<file path="src/rtl/pc_sequencer.sv">
// Program-counter and fetch sequencer: run/step/halt control, commit qualification, retire count.
// Optional PC_BREAKPOINT_EN adds a single address breakpoint with resume-once semantics.
module pc_sequencer #(
  parameter logic [31:0] RESET_ADDR = 32'h0000_0000,
  parameter int unsigned CNT_W      = 32
) (
  input  logic             clk,
  input  logic             rst_n,
  input  logic             start,
  input  logic             step,
  input  logic             halt_req,
  input  logic [31:0]      end_addr,
  input  logic [31:0]      next_addr,
`ifdef PC_BREAKPOINT_EN
  input  logic             bp_valid,
  input  logic [31:0]      bp_addr,
`endif
  output logic [31:0]      pc,
  output logic             exec_en,
  output logic             busy,
  output logic             done,
  output logic [CNT_W-1:0] retired,
  output logic             misaligned
);

  typedef enum logic [1:0] {StIdle, StRun, StStep, StHalt} state_e;

  state_e           state_q, state_d;
  logic [31:0]      pc_q, pc_d;
  logic [CNT_W-1:0] retired_q, retired_d;
  logic             mis_q, mis_d;
  logic             done_q, done_d;

  logic at_end;
  logic bad_next;
  logic bp_hit;
  logic restart;

  assign at_end   = (pc_q == end_addr);
  assign bad_next = (next_addr[1:0] != 2'b00);
  assign restart  = (state_q == StHalt) && start;

`ifdef PC_BREAKPOINT_EN
  logic resume_q, resume_d;
  // The resume flag lets the instruction at the breakpoint run once after stopping on it.
  assign bp_hit = (state_q == StRun) && bp_valid && (pc_q == bp_addr) && !resume_q;
`else
  assign bp_hit = 1'b0;
`endif

  // State register
  always_ff @(posedge clk or negedge rst_n) begin
    if (!rst_n) begin
      state_q <= StIdle;
    end else begin
      state_q <= state_d;
    end
  end

  // Next-state logic
  always_comb begin
    state_d = state_q;
    unique case (state_q)
      StIdle: begin
        if (halt_req)   state_d = StHalt;
        else if (start) state_d = StRun;
        else if (step)  state_d = StStep;
      end
      StRun, StStep: begin
        if (at_end)                    state_d = StHalt;
        else if (bp_hit)               state_d = StIdle;
        else if (bad_next || halt_req) state_d = StHalt;
        else if (state_q == StStep)    state_d = StIdle;
      end
      StHalt: begin
        if (start) state_d = StIdle;
      end
      default: state_d = StIdle;
    endcase
  end

  // Outputs decoded from registered state and pc
  always_comb begin
    busy    = (state_q == StRun) || (state_q == StStep);
    exec_en = busy && !at_end && !bp_hit;
  end

  always_comb begin
    pc_d      = pc_q;
    retired_d = retired_q;
    mis_d     = mis_q;
`ifdef PC_BREAKPOINT_EN
    resume_d  = resume_q;
`endif
    if (restart) begin
      pc_d      = RESET_ADDR;
      retired_d = '0;
      mis_d     = 1'b0;
`ifdef PC_BREAKPOINT_EN
      resume_d  = 1'b0;
`endif
    end else if (exec_en) begin
      // A misaligned target still counts as committed; pc stays on the offending instruction.
      retired_d = retired_q + CNT_W'(1);
      if (bad_next) mis_d = 1'b1;
      else          pc_d  = next_addr;
`ifdef PC_BREAKPOINT_EN
      resume_d  = 1'b0;
    end else if (bp_hit) begin
      resume_d  = 1'b1;
`endif
    end
    done_d = (state_d == StHalt) && (state_q != StHalt);
  end

  always_ff @(posedge clk or negedge rst_n) begin
    if (!rst_n) begin
      pc_q      <= RESET_ADDR;
      retired_q <= '0;
      mis_q     <= 1'b0;
      done_q    <= 1'b0;
`ifdef PC_BREAKPOINT_EN
      resume_q  <= 1'b0;
`endif
    end else begin
      pc_q      <= pc_d;
      retired_q <= retired_d;
      mis_q     <= mis_d;
      done_q    <= done_d;
`ifdef PC_BREAKPOINT_EN
      resume_q  <= resume_d;
`endif
    end
  end

  assign pc         = pc_q;
  assign retired    = retired_q;
  assign misaligned = mis_q;
  assign done       = done_q;

endmodule
</file>
<file path="config.mk">
export PLATFORM = sky130hd
export DESIGN_NAME = pc_sequencer
export DESIGN_NICKNAME = d
export VERILOG_FILES = /design/src/rtl/pc_sequencer.sv
export SDC_FILE = /design/constraint.sdc
export NUM_CORES = 1
export LEC_CHECK = 0
export CELL_PAD_IN_SITES_DETAIL_PLACEMENT = 1
export CELL_PAD_IN_SITES_GLOBAL_PLACEMENT = 1
export CORE_MARGIN = 2
export CORE_UTILIZATION = 42
export DETAILED_ROUTE_END_ITERATION = 12
export DONT_BUFFER_PORTS = 1
export GPL_TIMING_DRIVEN = 0
export HOLD_SLACK_MARGIN = 0.06
export PLACE_DENSITY = 0.84
export SYNTH_ARGS = -nofsm -noshare
export SYNTH_HDL_FRONTEND = slang
export SYNTH_SLANG_ARGS = --single-unit
export TNS_END_PERCENT = 50
</file>
<file path="constraint.sdc">
create_clock -name clk -period 3 [get_ports clk]
set_input_delay 0.9 -clock clk [delete_from_list [all_inputs] [get_ports clk]]
set_output_delay 0.9 -clock clk [all_outputs]
set_load 0.05 [all_outputs]
</file>
# After elaboration in Yosys (flattened, before gate mapping)

Cells that the tools add are included.

Register bits: 68
Bits in latches: 0
Memory bits (writable): 0
ROM bits: 0
Input port bits: 69
Output and inout bits: 68
Logic and storage cells: 42
Memories kept: 0

Add/sub/neg operators: 1
Multiply operators: 0
Divide/modulo/power cells: 0
$lt $le $gt $ge: 0
Equal/unequal tests: 7
Shift operators: 0
Muxes and demuxes: 16
Bitwise gates (word level): 0
Reductions and logical operators: 13

Operator list:

| cell                                           | number |
|---|---|
| 2-to-1 mux 32 bit                              | 5 |
| adder 32 x 1 -> 32 bit (second input constant) | 1 |
| == test 32 bit                                 | 1 |
| 2-to-1 mux 2 bit                               | 7 |
| == test 2 bit (second input constant)          | 3 |
| case mux 2 bit (3 select lines)                | 1 |
| nonzero test 2 bit                             | 3 |
| AND reduction 2 bit                            | 2 |
| logical AND 1 bit                              | 3 |
| 2-to-1 mux 1 bit                               | 3 |
| == test 2 x 1 -> 1 bit (second input constant) | 1 |
| zero test 2 bit                                | 1 |
| logical OR 1 bit                               | 2 |
| != test 2 x 1 -> 1 bit (second input constant) | 1 |
| != test 2 bit (second input constant)          | 1 |
| OR reduction 2 bit                             | 1 |
| zero test 1 bit                                | 1 |

# Depth between registers and ports, before layout

Depth after elaboration: 7
Gate-level depth with buffers: 8
Depth with buffers taken out: 7

# Worst setup path before layout

No wires, ideal clock.

Path kind: input to output
From: input port end_addr[30]
To: output port exec_en
Arrival time: 2422 ps
Required time: 2100 ps
Path slack: -322 ps
Stages on the path: 7
Cells stage by stage: xor2_1 nor4_1 nand4_2 o21ai_2 buf_6 buf_2 inv_1

Longest elaborated chain between the ends: 3

RTL lines:

| element            | RTL line | source |
|---|---|---|
| start: declaration | 12       | `input logic [31:0] end_addr,` |
| == test 32 bit     | 39       | `assign at_end = (pc_q == end_addr);` |
| zero test 1 bit    | 85       | `exec_en = busy && !at_end && !bp_hit;` |
| logical AND 1 bit  | 85       |  |
| end: declaration   | 19       | `output logic exec_en,` |

Every way passes these cells.

# Final worst setup path

From: register pc_q[4] (netlist: pc[4])
To: output port exec_en

Longest elaborated chain between the ends: 3

RTL lines:

| element                  | RTL line | source |
|---|---|---|
| start: declaration       | 29       | `logic [31:0] pc_q, pc_d;` |
| start signal: assignment | 126      | `pc_q <= pc_d;` |
| == test 32 bit           | 39       |  |
| zero test 1 bit          | 85       |  |
| logical AND 1 bit        | 85       |  |

Every way passes these cells.

==> results by stage <==
Final layout:
- The top cell types in the final layout, fill and taps aside, are sky130_fd_sc_hd__nand2_1 (52), sky130_fd_sc_hd__nand3_1 (45), sky130_fd_sc_hd__o21ai_0 (43), sky130_fd_sc_hd__dfrtp_1 (37).
- Leaving out fill and tap cells, the most frequent cell in the layout is sky130_fd_sc_hd__nand2_1.
- The layout cell share with drive strength beyond 1 is approximately 18%.
- Measured on the finished design, the core utilization comes to roughly half.
- The filler cell count in the final layout is 1004.
- The total area of sequential cells is 1740 sq um.
- From synthesis to final layout, the design area changed by 14.3%.
- The number of antenna diodes in the final layout is 0.
- In the final layout, the multi-input gates occupy 1960 sq um.
- The net count of the finished layout is 506.

Worst setup path:
- Walking the worst path, the cells encountered are xor2_2 -> nor4_2 -> nand4_2 -> o21ai_4 -> buf_8 -> clkinvlp_4.
- The endpoint arrival time on the critical path is approximately 2200 ps.
- The worst setup path is captured at an output pin.
- The peak per-stage delay on the critical path is 540 ps.
- The critical path is of the flop to output pin type.
- For the worst setup path, the data required time is approximately 2100 ps.
- The type of element launching the critical path is a flop.
- The cell family contributing the most delay on the critical path is simple AND/OR/NAND/NOR gates.
- The number of buffer and inverter instances along the worst setup path is 2.
- In this run the worst path has a maximum fanout of 3.
- For this design, the slowest cell found on the critical path is sky130_fd_sc_hd__dfrtp_2.

GRT:
- Across every metal layer, demand over resource in global routing totals 24.0%.
- The number of antenna violations at the first check in global routing is 0.
- The first global-routing pass estimated 18.3 mm of wire.
- The via count of the first global-routing pass is 3524.
- Global routing finished with a remaining overflow of 0.
- Entering global routing, the biggest net connects 69 pins.

Detailed routing:
- The initial DRC count is 71.
- The remaining routing DRC violations is 0.
- The final routed wirelength across all metal layers is 11.5 mm.
- The routed via count is 3343.
- For this run, the detailed router's first-pass iteration total came to 4.
- Dividing the detail-routed wire length by the instance count gives ~21 um.
- The count of nets left with antenna violations once routing finished came out at 0.
- The via density per instance is 6.13.

Synthesis:
- The distinct cell type count after synthesis is 38.
- After synthesis the cells add up to 3700 sq um.
- The post-synthesis area per instance is 8.94 sq um.
- The total nets after synthesis is approximately 500.
- The share of Yosys cell area claimed by the top area cell type is 46.0%.
- For this run, the number of Yosys warnings is 0.
- In the post-synthesis netlist, the biggest area contributors are sky130_fd_sc_hd__dfrtp_1 (46%), sky130_fd_sc_hd__xor2_1 (8.0%), sky130_fd_sc_hd__nand3_1 (6.1%), sky130_fd_sc_hd__o21ai_0 (5.8%), sky130_fd_sc_hd__nand2_1 (5.3%).
- The synthesized instance count is 414.
- After synthesis the netlist holds a flip-flop and latch count of 68.
- Summed over all instances, the cell type with the most area after synthesis is sky130_fd_sc_hd__dfrtp_1.
- The register area share after synthesis is 46.0%.

Timing:
- The worst path in the final design needs a cycle of 3120 ps, including I/O delays and setup.
- The number of pins exceeding their max-slew limit in the final report is 0.
- The worst pin sits at a relative slew slack of about 54%.
- The slew at the pin with the worst max-slew slack is between 600 and 700 ps.
- Setup repair after global routing could not meet its margin everywhere.
- The hold violation count in the final report is 0.
- The share of the cycle needed by the critical path after routing is 104%.
- In the post-route analysis, the smallest setup slack over all paths is -120 ps.
- The achievable clock frequency is between 300 and 400 MHz.
- Setup violations remaining at the end of the flow were counted as 1.
- Clock skew on the completed layout was measured at 7.73 ps.

Floorplanning:
- The starting density of the core is 42.9%.
- In this run the count of I/O pins placed on the die edge is 137.
- The width of the die is 97.9 um.
- Measured along the y axis, the die boundary spans just under 100 um.
- The floorplan step defined a die boundary enclosing 9580 sq um.
- The floorplan has 34 rows.
- The area of the core region is 8640 sq um.

Job:
- The tool flagged a number of max-cap violations equal to 0.

Power and ir drop:
- The leakage power is about 0.0018 uW.
- Power spread over the standard cell area amounts to 939 nW/um^2.
- The total power is about 4000 uW.
- The highest ir drop seen on vdd is 0.412 mV.

Clock tree:
- The clock buffer count from CTS is 9.
- After clock tree synthesis, the clock-pin slew on the worst setup and hold paths is roughly 80 ps.
- Clock tree synthesis selected as its root buffer the cell sky130_fd_sc_hd__clkbuf_8.
- The count of hold buffers inserted by post-cts repair is 0.
- For the worst-skew pair, the clock arrives at the later sink with an insertion delay of 350 ps.
- The number of H-tree levels is 3.
- The TritonCTS clock tree is yes.
- The sink count of the clock tree is between 60 and 70.
- The clock passes through at most 2 buffers.

Outcome:
- The final reports fail on negative setup slack.
- The flow ran to the end, but the final reports show violations.

Placement:
- Buffers placed on the I/O ports in this run total 0.
- The placer congestion estimate is between 0.8 and 0.9.
- Detailed placement ended at an HPWL of 8.49 mm.

Min path:
- The type of the tightest min-delay check is input pin to asynchronous set/reset pin.
==> report_power, final <==
group | total, uW | switching, uW | leakage, uW | internal, uW
Clock | 790 | 363 | 0.000102 | 427
Combinational | 1350 | 913 | 0.000784 | 435
Sequential | 1830 | 737 | 0.000870 | 1100
==> per-layer routing <==
layer  up-vias  GRT usage [%]  share of wire, %
met5         -              0                 0
met4         0           7.91               1.8
met3        17           6.94               7.2
met2       130           43.3                53
met1      1673           27.1                38
li1       1523              -                 -
==> final cells by class <==
cell class,count,share of cell area (%)
multi-input combinational,314,46.2
sequential,68,41.1
clock buffer,12,3.67
tap,108,3.19
buffer,22,2.34
timing repair buffer,8,1.42
clock inverter,4,1.12
inverter,9,0.887
==> flip-flops by register name (all words and copies together), names as in the netlist <==
signal,flops
misaligned,1
retired,32
pc,32
state_q,2
done,1
==> logic make-up after synthesis <==
kind of cell / after synthesis / synth area share, %
simple gates: 175 / 24.7
compound gates: 97 / 15.2
flops: 68 / 46.0
xor+xnor: 36 / 8.52
buf+inv: 32 / 3.62
fa+ha+maj: 5 / 1.69
mux: 1 / 0.270
==> timing repair <==
| action | in CTS | in global routing |
|---|---|---|
| setup buffers | 7 | 1 |
| resized for setup | 33 | 12 |
| setup endpoints to repair | 40 | 1 |
| pin swaps | 4 | 7 |
==> per-stage QoR <==
| step | instance area, sq um | cells | setup TNS [ps] | setup WS (ps) | hold slack [ps] |
|---|---|---|---|---|---|
| after floorplan | 3710 | 414 | -284 | -284 | 591 |
| after global placement | 3850 | 522 | -10050 | -1020 | 606 |
| after detailed placement | 3850 | 522 | -11800 | -1020 | 606 |
| after CTS | 4170 | 544 | -208 | -208 | 227 |
| after global routing | 4230 | 545 | -220 | -220 | 221 |
| final | 4230 | 545 | -120 | -120 | 239 |
==> cell usage after synthesis, drive strengths merged <==
master / instances
or4: 17
o31ai: 14
ha: 5
clkbuf: 17
and2: 2
or3: 14
o31a: 1
a31oi: 1
nand3: 46
a21oi: 25
nor2: 16
nor4: 10
and3: 8
inv: 9
xor2: 34
mux2i: 1
nor3: 2
dfrtp: 68
nand2: 52
nand4: 6
nand2b: 2
o2111ai: 1
o211ai: 8
o21ai: 45
buf: 6
o22ai: 1
xnor2: 2
o21bai: 1
==> final timing paths <==
kind	slack, ps	endpoint	cells after the start	startpoint
worst max register to register	230	retired[27]	6	state_q[1]
worst min-delay path	240	retired[16]	0	rst_n
max in group asynchronous	2630	pc[30]	0	rst_n
worst max-delay path	-120	exec_en	6	pc[4]
worst min register to register	710	state_q[0]	2	state_q[0]
min in group clk	680	pc[24]	2	next_addr[24]
No activity file was read; power rests on OpenSTA's default activity.
